## src/rtl/fifo_burst_writer.sv

```systemverilog
// Burst traffic source for the write side of a FIFO under test.
// Issues NUM_BURSTS bursts of BURST_LEN accepted writes and counts writes and back-pressure stalls.
module fifo_burst_writer #(
    parameter int BURST_LEN  = 8,
    parameter int IDLE_LEN   = 4,
    parameter int NUM_BURSTS = 4,
    parameter int CNT_W      = 16
) (
    input  logic             clk_i,
    input  logic             rst_ni,
    input  logic             start_i,
    input  logic             wrdy_i,
    output logic             we_o,
    output logic             busy_o,
    output logic             done_o,
    output logic [CNT_W-1:0] wr_cnt_o,
    output logic [CNT_W-1:0] stall_cnt_o
);

    localparam int BEAT_W  = (BURST_LEN  > 1) ? $clog2(BURST_LEN)  : 1;
    localparam int GAP_W   = (IDLE_LEN   > 1) ? $clog2(IDLE_LEN)   : 1;
    localparam int BURST_W = (NUM_BURSTS > 1) ? $clog2(NUM_BURSTS) : 1;

    localparam logic [BEAT_W-1:0]  BEAT_LAST  = BEAT_W'(BURST_LEN - 1);
    localparam logic [GAP_W-1:0]   GAP_LAST   = GAP_W'((IDLE_LEN > 0) ? (IDLE_LEN - 1) : 0);
    localparam logic [BURST_W-1:0] BURST_LAST = BURST_W'(NUM_BURSTS - 1);

    localparam logic [1:0] ST_IDLE  = 2'd0;
    localparam logic [1:0] ST_BURST = 2'd1;
    localparam logic [1:0] ST_GAP   = 2'd2;
    localparam logic [1:0] ST_DONE  = 2'd3;

    logic [1:0]         state_r,     state_nxt_s;
    logic [BEAT_W-1:0]  beat_r,      beat_nxt_s;
    logic [GAP_W-1:0]   gap_r,       gap_nxt_s;
    logic [BURST_W-1:0] burst_r,     burst_nxt_s;
    logic [CNT_W-1:0]   wr_cnt_r,    wr_nxt_s;
    logic [CNT_W-1:0]   stall_cnt_r, stall_nxt_s;
    logic               busy_r,      busy_nxt_s;
    logic               done_r,      done_nxt_s;

    function automatic logic [CNT_W-1:0] sat_inc(input logic [CNT_W-1:0] v);
        if (&v) begin
            return v;
        end else begin
            return v + CNT_W'(1);
        end
    endfunction

    // Write enable follows ready only while bursting, so a full FIFO is never written.
    assign we_o        = (state_r == ST_BURST) && wrdy_i;
    assign busy_o      = busy_r;
    assign done_o      = done_r;
    assign wr_cnt_o    = wr_cnt_r;
    assign stall_cnt_o = stall_cnt_r;

    // Next-state and counter update logic; wrdy_i is only looked at in BURST.
    always_comb begin
        state_nxt_s = state_r;
        beat_nxt_s  = beat_r;
        gap_nxt_s   = gap_r;
        burst_nxt_s = burst_r;
        wr_nxt_s    = wr_cnt_r;
        stall_nxt_s = stall_cnt_r;
        case (state_r)
            ST_IDLE, ST_DONE: begin
                if (start_i) begin
                    state_nxt_s = ST_BURST;
                    beat_nxt_s  = {BEAT_W{1'b0}};
                    gap_nxt_s   = {GAP_W{1'b0}};
                    burst_nxt_s = {BURST_W{1'b0}};
                    wr_nxt_s    = {CNT_W{1'b0}};
                    stall_nxt_s = {CNT_W{1'b0}};
                end else begin
                    state_nxt_s = state_r;
                end
            end
            ST_BURST: begin
                if (wrdy_i) begin
                    wr_nxt_s = sat_inc(wr_cnt_r);
                    if (beat_r == BEAT_LAST) begin
                        beat_nxt_s  = {BEAT_W{1'b0}};
                        burst_nxt_s = burst_r + BURST_W'(1);
                        if (burst_r == BURST_LAST) begin
                            state_nxt_s = ST_DONE;
                        end else if (IDLE_LEN > 0) begin
                            state_nxt_s = ST_GAP;
                        end else begin
                            state_nxt_s = ST_BURST;
                        end
                    end else begin
                        beat_nxt_s = beat_r + BEAT_W'(1);
                    end
                end else begin
                    stall_nxt_s = sat_inc(stall_cnt_r);
                end
            end
            ST_GAP: begin
                if (gap_r == GAP_LAST) begin
                    gap_nxt_s   = {GAP_W{1'b0}};
                    state_nxt_s = ST_BURST;
                end else begin
                    gap_nxt_s = gap_r + GAP_W'(1);
                end
            end
            default: begin
                state_nxt_s = ST_IDLE;
            end
        endcase
        busy_nxt_s = (state_nxt_s == ST_BURST) || (state_nxt_s == ST_GAP);
        done_nxt_s = (state_nxt_s == ST_DONE);
    end

    // State, counters and status flags; reset aborts a run at once.
    always_ff @(posedge clk_i or negedge rst_ni) begin
        if (!rst_ni) begin
            state_r     <= ST_IDLE;
            beat_r      <= {BEAT_W{1'b0}};
            gap_r       <= {GAP_W{1'b0}};
            burst_r     <= {BURST_W{1'b0}};
            wr_cnt_r    <= {CNT_W{1'b0}};
            stall_cnt_r <= {CNT_W{1'b0}};
            busy_r      <= 1'b0;
            done_r      <= 1'b0;
        end else begin
            state_r     <= state_nxt_s;
            beat_r      <= beat_nxt_s;
            gap_r       <= gap_nxt_s;
            burst_r     <= burst_nxt_s;
            wr_cnt_r    <= wr_nxt_s;
            stall_cnt_r <= stall_nxt_s;
            busy_r      <= busy_nxt_s;
            done_r      <= done_nxt_s;
        end
    end

endmodule

```

## config.mk

```make
export PLATFORM = sky130hd
export DESIGN_NAME = fifo_burst_writer
export DESIGN_NICKNAME = d
export VERILOG_FILES = /design/src/rtl/fifo_burst_writer.sv
export SDC_FILE = /design/constraint.sdc
export NUM_CORES = 1
export LEC_CHECK = 0
export ABC_AREA = 1
export BUFFER_PORTS_ARGS = -buffer_cell sky130_fd_sc_hd__clkbuf_2
export CAP_MARGIN = 0
export CORE_MARGIN = 2
export CORE_UTILIZATION = 35
export DETAILED_ROUTE_END_ITERATION = 12
export PLACE_DENSITY = 0.51
export SYNTH_ARGS = -nofsm -noshare
export SYNTH_HDL_FRONTEND = slang
export SYNTH_SLANG_ARGS = --single-unit
```

## constraint.sdc

```tcl
create_clock -name clk_i -period 2.3 [get_ports clk_i]
set_input_delay 0.23 -clock clk_i [delete_from_list [all_inputs] [get_ports clk_i]]
set_output_delay 0.23 -clock clk_i [all_outputs]
set_load 0.02 [all_outputs]
```

# Word-level counts from Yosys, hierarchy flattened
# Index checks and enable logic that the tools add are counted.
# Widths: inputs -> output; s select.
# totals
reg_bits	43
inputBits	4
output_inout_bits	35
wordCells	64
# op_classes
n_addsub	5
eq_ne	15
mux	23
reduce_logical	13
# ops
op	n
$mux 16	5
$pmux 16 s2	2
$add 16x1->16 const B	2
$reduce_and 16->1	2
$mux 2	8
$eq 2x2->1 const B	6
$reduce_and 4->1	3
$ne 2x2->1 const B	5
$mux 3	3
$pmux 2 s2	2
$pmux 2 s3	1
$pmux 3 s2	1
$add 2x1->2 const B	2
$eq 2x1->1 const B	2
$reduce_bool 2->1	2
$add 3x1->3 const B	1
$eq 3x3->1 const B	1
$reduce_and 3->1	1
$logic_not 2->1	1
$ne 2x1->1 const B	1
$reduce_and 2->1	1
$reduce_or 2->1	1
$logic_and 1x1->1	1
$logic_or 1x1->1	1
$mux 1	1

# Depth between registers and ports, before layout
# depth
depth_word	7
depth_mapped	11
ltp_nobuf	11

# Worst setup path before layout
# OpenSTA, ideal clock, no wires.
# synth_timing
path_kind	register -> register
start	register state_r[1]
end	register busy_r (netlist: busy_o)
setup_ps	126
arrival_ps	1571
required_ps	2174
slack_ps	603
path_stages_with_launch	8
path_buffers	2
synth_period_minus_slack_ps	1697
path_cell_list	dfrtp_1 > inv_1 > ha_1 > buf_6 > clkbuf_1 > o21ai_0 > o22ai_1 > ha_1
# synth_via
elab_chain_cells	5
# synth_rtl
item	line_no	rtl
from (decl)	33	logic [1:0] state_r, state_nxt_s;
from (signal assigned)	126	state_r <= state_nxt_s;
$eq 2x2->1 (tied with other cells)	65	case (state_r)
$reduce_or 2->1 or $mux 2 (tied branches)	65, 79	
$pmux 2 s3 *	65	
named net state_nxt_s[1]	33	
$eq 2x1->1 or $eq 2x2->1 (tied branches)	110	busy_nxt_s = (state_nxt_s == ST_BURST) || (state_nxt_s == ST_GAP);
$logic_or 1x1->1 *	110	
named net busy_nxt_s	39	logic busy_r, busy_nxt_s;
to (signal assigned)	132	busy_r <= busy_nxt_s;
to (decl)	39	
# The timed path passes the listed nets; every way through them passes the cells marked *.
# A chain may end at the register's enable or synchronous reset.

# Worst setup path after layout
# layout_timing
start	register state_r[0]
end	register wr_cnt_r[11] (netlist: wr_cnt_o[11])
# layout_via
elab_chain_cells	4
# layout_rtl
item	line_no	rtl
$eq 2x2->1 or $logic_not 2->1 (tied branches)	65	
$reduce_or 2->1	65	
$ne 2x2->1 (no line) or $reduce_bool 2->1 (tied branches)	n/a	
$reduce_and 4->1 (no line)	n/a	
to (signal assigned)	121	wr_cnt_r <= {CNT_W{1'b0}};
to (signal assigned)	130	wr_cnt_r <= wr_nxt_s;
to (decl)	37	logic [CNT_W-1:0] wr_cnt_r, wr_nxt_s;
# Several ways; a longest one is shown, not always the timed one.

==> reports/qor.txt <==
Dpl hpwl: 4503 um
CP startpoint kind: register
Grt total ovfl: 0
Final nets: 411
Commonest cells after routing, fill and taps aside: nand2_1 (113), dfrtp_1 (43), clkbuf_2 (38)
Core Area: 7253 um2
Power share of the sequential group: 0.374
Port bufs: 38
RSZ-0062 raised after global routing: false
Initial DRC Count: 100
CTS tree: built
DIE AREA: 8213 um2
Clock sink count: 43
Hold Slack: 0.0009668 ns
Number of routed nets with antenna violations: 0
Residual DRC count: 0
CTS Buf Count: 5
Total number of vias: 2385
Netlist cell types: 31
Setup Skew: 0.006060 ns
Die Height: 90.63 um
WP data arrival: 2.25 ns
Fraction of layout cells with a size suffix above 1: 0.1855
First-pass GRT wire length: 10910 um
WP data required: 2.55 ns
CTS root buf: clkbuf_8
Post-synthesis sequential area ratio: 0.4097
N_diodes: 0
Vias in the first global route: 2273
Combinational share of power: 0.386
FP Rows: 31
Setup-failing EPs final: 0
Synth Warn #: 0
Largest buffer count on any clock path: 2
P_int: 1529 uW
Post-cts resize count: 0
CTS clk-pin slew, worst paths: 0.09 ns
Switching Fraction: 0.4182
WL/cell: 12.54 um
Setup bufs post-CTS: 0
Vias per cell: 4.789
Starting density of the core: 0.3621
Crit path max fanout: 7
Max-slew violations: 0
Final critical-path required period: 2.003 ns
TritonRoute pass-1 iters: 4
Initial antenna violation count: 0
MaxCap Viol Count: 0
Gr usage total: 0.1618
Lkg Pwr: 0.001465 uW
Die W: 90.63 um
Critical Path Sink Type: register
Clk Latency, worst-skew pair: 0.30 ns
Ports: 39
F_max: 0.4993 GHz
Routed wire length: 6245 um
Switching power: 1099 uW
Commonest non-fill, non-tap cell in the layout: nand2_1
Cts hold-fix bufs: 0
Final Hold Vio Count: 0
CP Class: register to register
Mean Syn Cell Area: 7.398 um2
Final Wtd Congestion: 0.8035
Run status: completed
Slew headroom: 0.6314
Cell Area, Synth: 2626 um2
H-tree Lvls: 2
FF+latch count, synth: 43
Area growth from synthesis to layout: 15.58%
Peak supply drop: 285.0 uV
Period utilization: 0.8708
Worst min-delay path class: primary input to async pin
Clock power frac: 0.240
Worst-margin pin slew: 0.5530 ns
P per Cell Area: 866.1 nW/um2
Largest net degree at the start of global routing: 44
Setup_tns: 0 ns
Cells after Synth: 355
Synth Net Count: 368
## registers in the layout, summed over array words and instances (netlist names)
signal and cells:
wr_cnt_o 16, state_r 2, stall_cnt_o 16, beat_r 3, busy_o 1, gap_r 2
done_o 1, burst_r 2
## power by group through the flow
stage | Sequential (uW) | Clock [uW] | Combinational [uW]
6_report | 982 | 631 | 1020
5_1_grt | 999 | 681 | 1160
4_1_cts | 979 | 650 | 1030
3_5_place_dp | 994 | 0 | 1030
3_3_place_gp | 996 | 0 | 1020
2_1_floorplan | 1050 | 0 | 723
## synthesized netlist by cell type (all sizes together)
cell type,instances,area (um2)
nand4,9,62.56
o21bai,1,7.510
xnor2,1,8.760
nand2,120,483.0
o21ai,39,202.7
dfrtp,43,1076
xor2,5,43.79
o22ai,1,6.260
nor3,1,5.000
inv,37,138.9
a31oi,2,12.51
clkbuf,1,3.750
ha,9,112.6
or2,6,37.54
o21a,1,7.510
a21o,1,7.510
nor2,35,168.9
buf,4,41.28
nand3,34,170.2
a21oi,3,15.01
nand3b,2,15.01
## worst paths after layout
path                            start      endpoint  slack, ns  depth (start not counted)
setup / recovery           state_r[0]  wr_cnt_o[11]       0.30                         11
hold / removal                 rst_ni   wr_cnt_o[2]      0.001                          2
setup reg to reg           state_r[0]  wr_cnt_o[11]       0.30                         11
hold reg to reg             beat_r[2]     beat_r[2]       0.49                          2
max in group asynchronous      rst_ni    burst_r[0]       1.92                          2
min in group clk_i             wrdy_i     beat_r[2]       0.33                          5
## layer usage
layer,routed length (um),GRT usage
met1,3045,0.2078
met2,2921,0.2711
met3,194,0.03422
met4,83,0.05256
met5,0,0
## layout make-up
type,count,area (um2)
fill,767,4218
clock inverter,2,35.03
inverter,37,138.9
sequential,43,1076
clock buffer,6,82.58
multi-input combinational,270,1366
tap,99,123.9
timing repair buffer,41,212.7
## critical path, stage by stage, from the launching register on
cell     delay [ns]
dfrtp_1        0.39
inv_1          0.07
ha_1           0.36
nand2_2        0.17
o21ai_2        0.09
inv_1          0.06
nand2_1        0.09
inv_2          0.15
nand3_1        0.24
inv_1          0.20
nand2_1        0.07
nand2_1        0.06
## metrics by stage
step	instance area (um2)	cells	total power (uW)	util	worst slack, ns
global route	3035	498	2839	0.4185	0.1301
CTS	3035	498	2664	0.4185	0.2990
global placement	2918	490	2017	0.4023	0.3873
detailed placement	2918	490	2026	0.4023	0.3163
floorplan	2626	355	1774	-	0.6031
finish	3035	498	2629	0.4185	0.2971
## kinds of logic after synthesis
| kind of cell | after synthesis | share of synthesized area |
|---|---|---|
| simple gates | 207 | 0.3587 |
| compound gates | 48 | 0.09862 |
| flops | 43 | 0.4097 |
| buf+inv | 42 | 0.07003 |
| fa+ha+maj | 9 | 0.04288 |
| xor+xnor | 6 | 0.02001 |
Note: power is estimated with default switching activity, not from simulation.
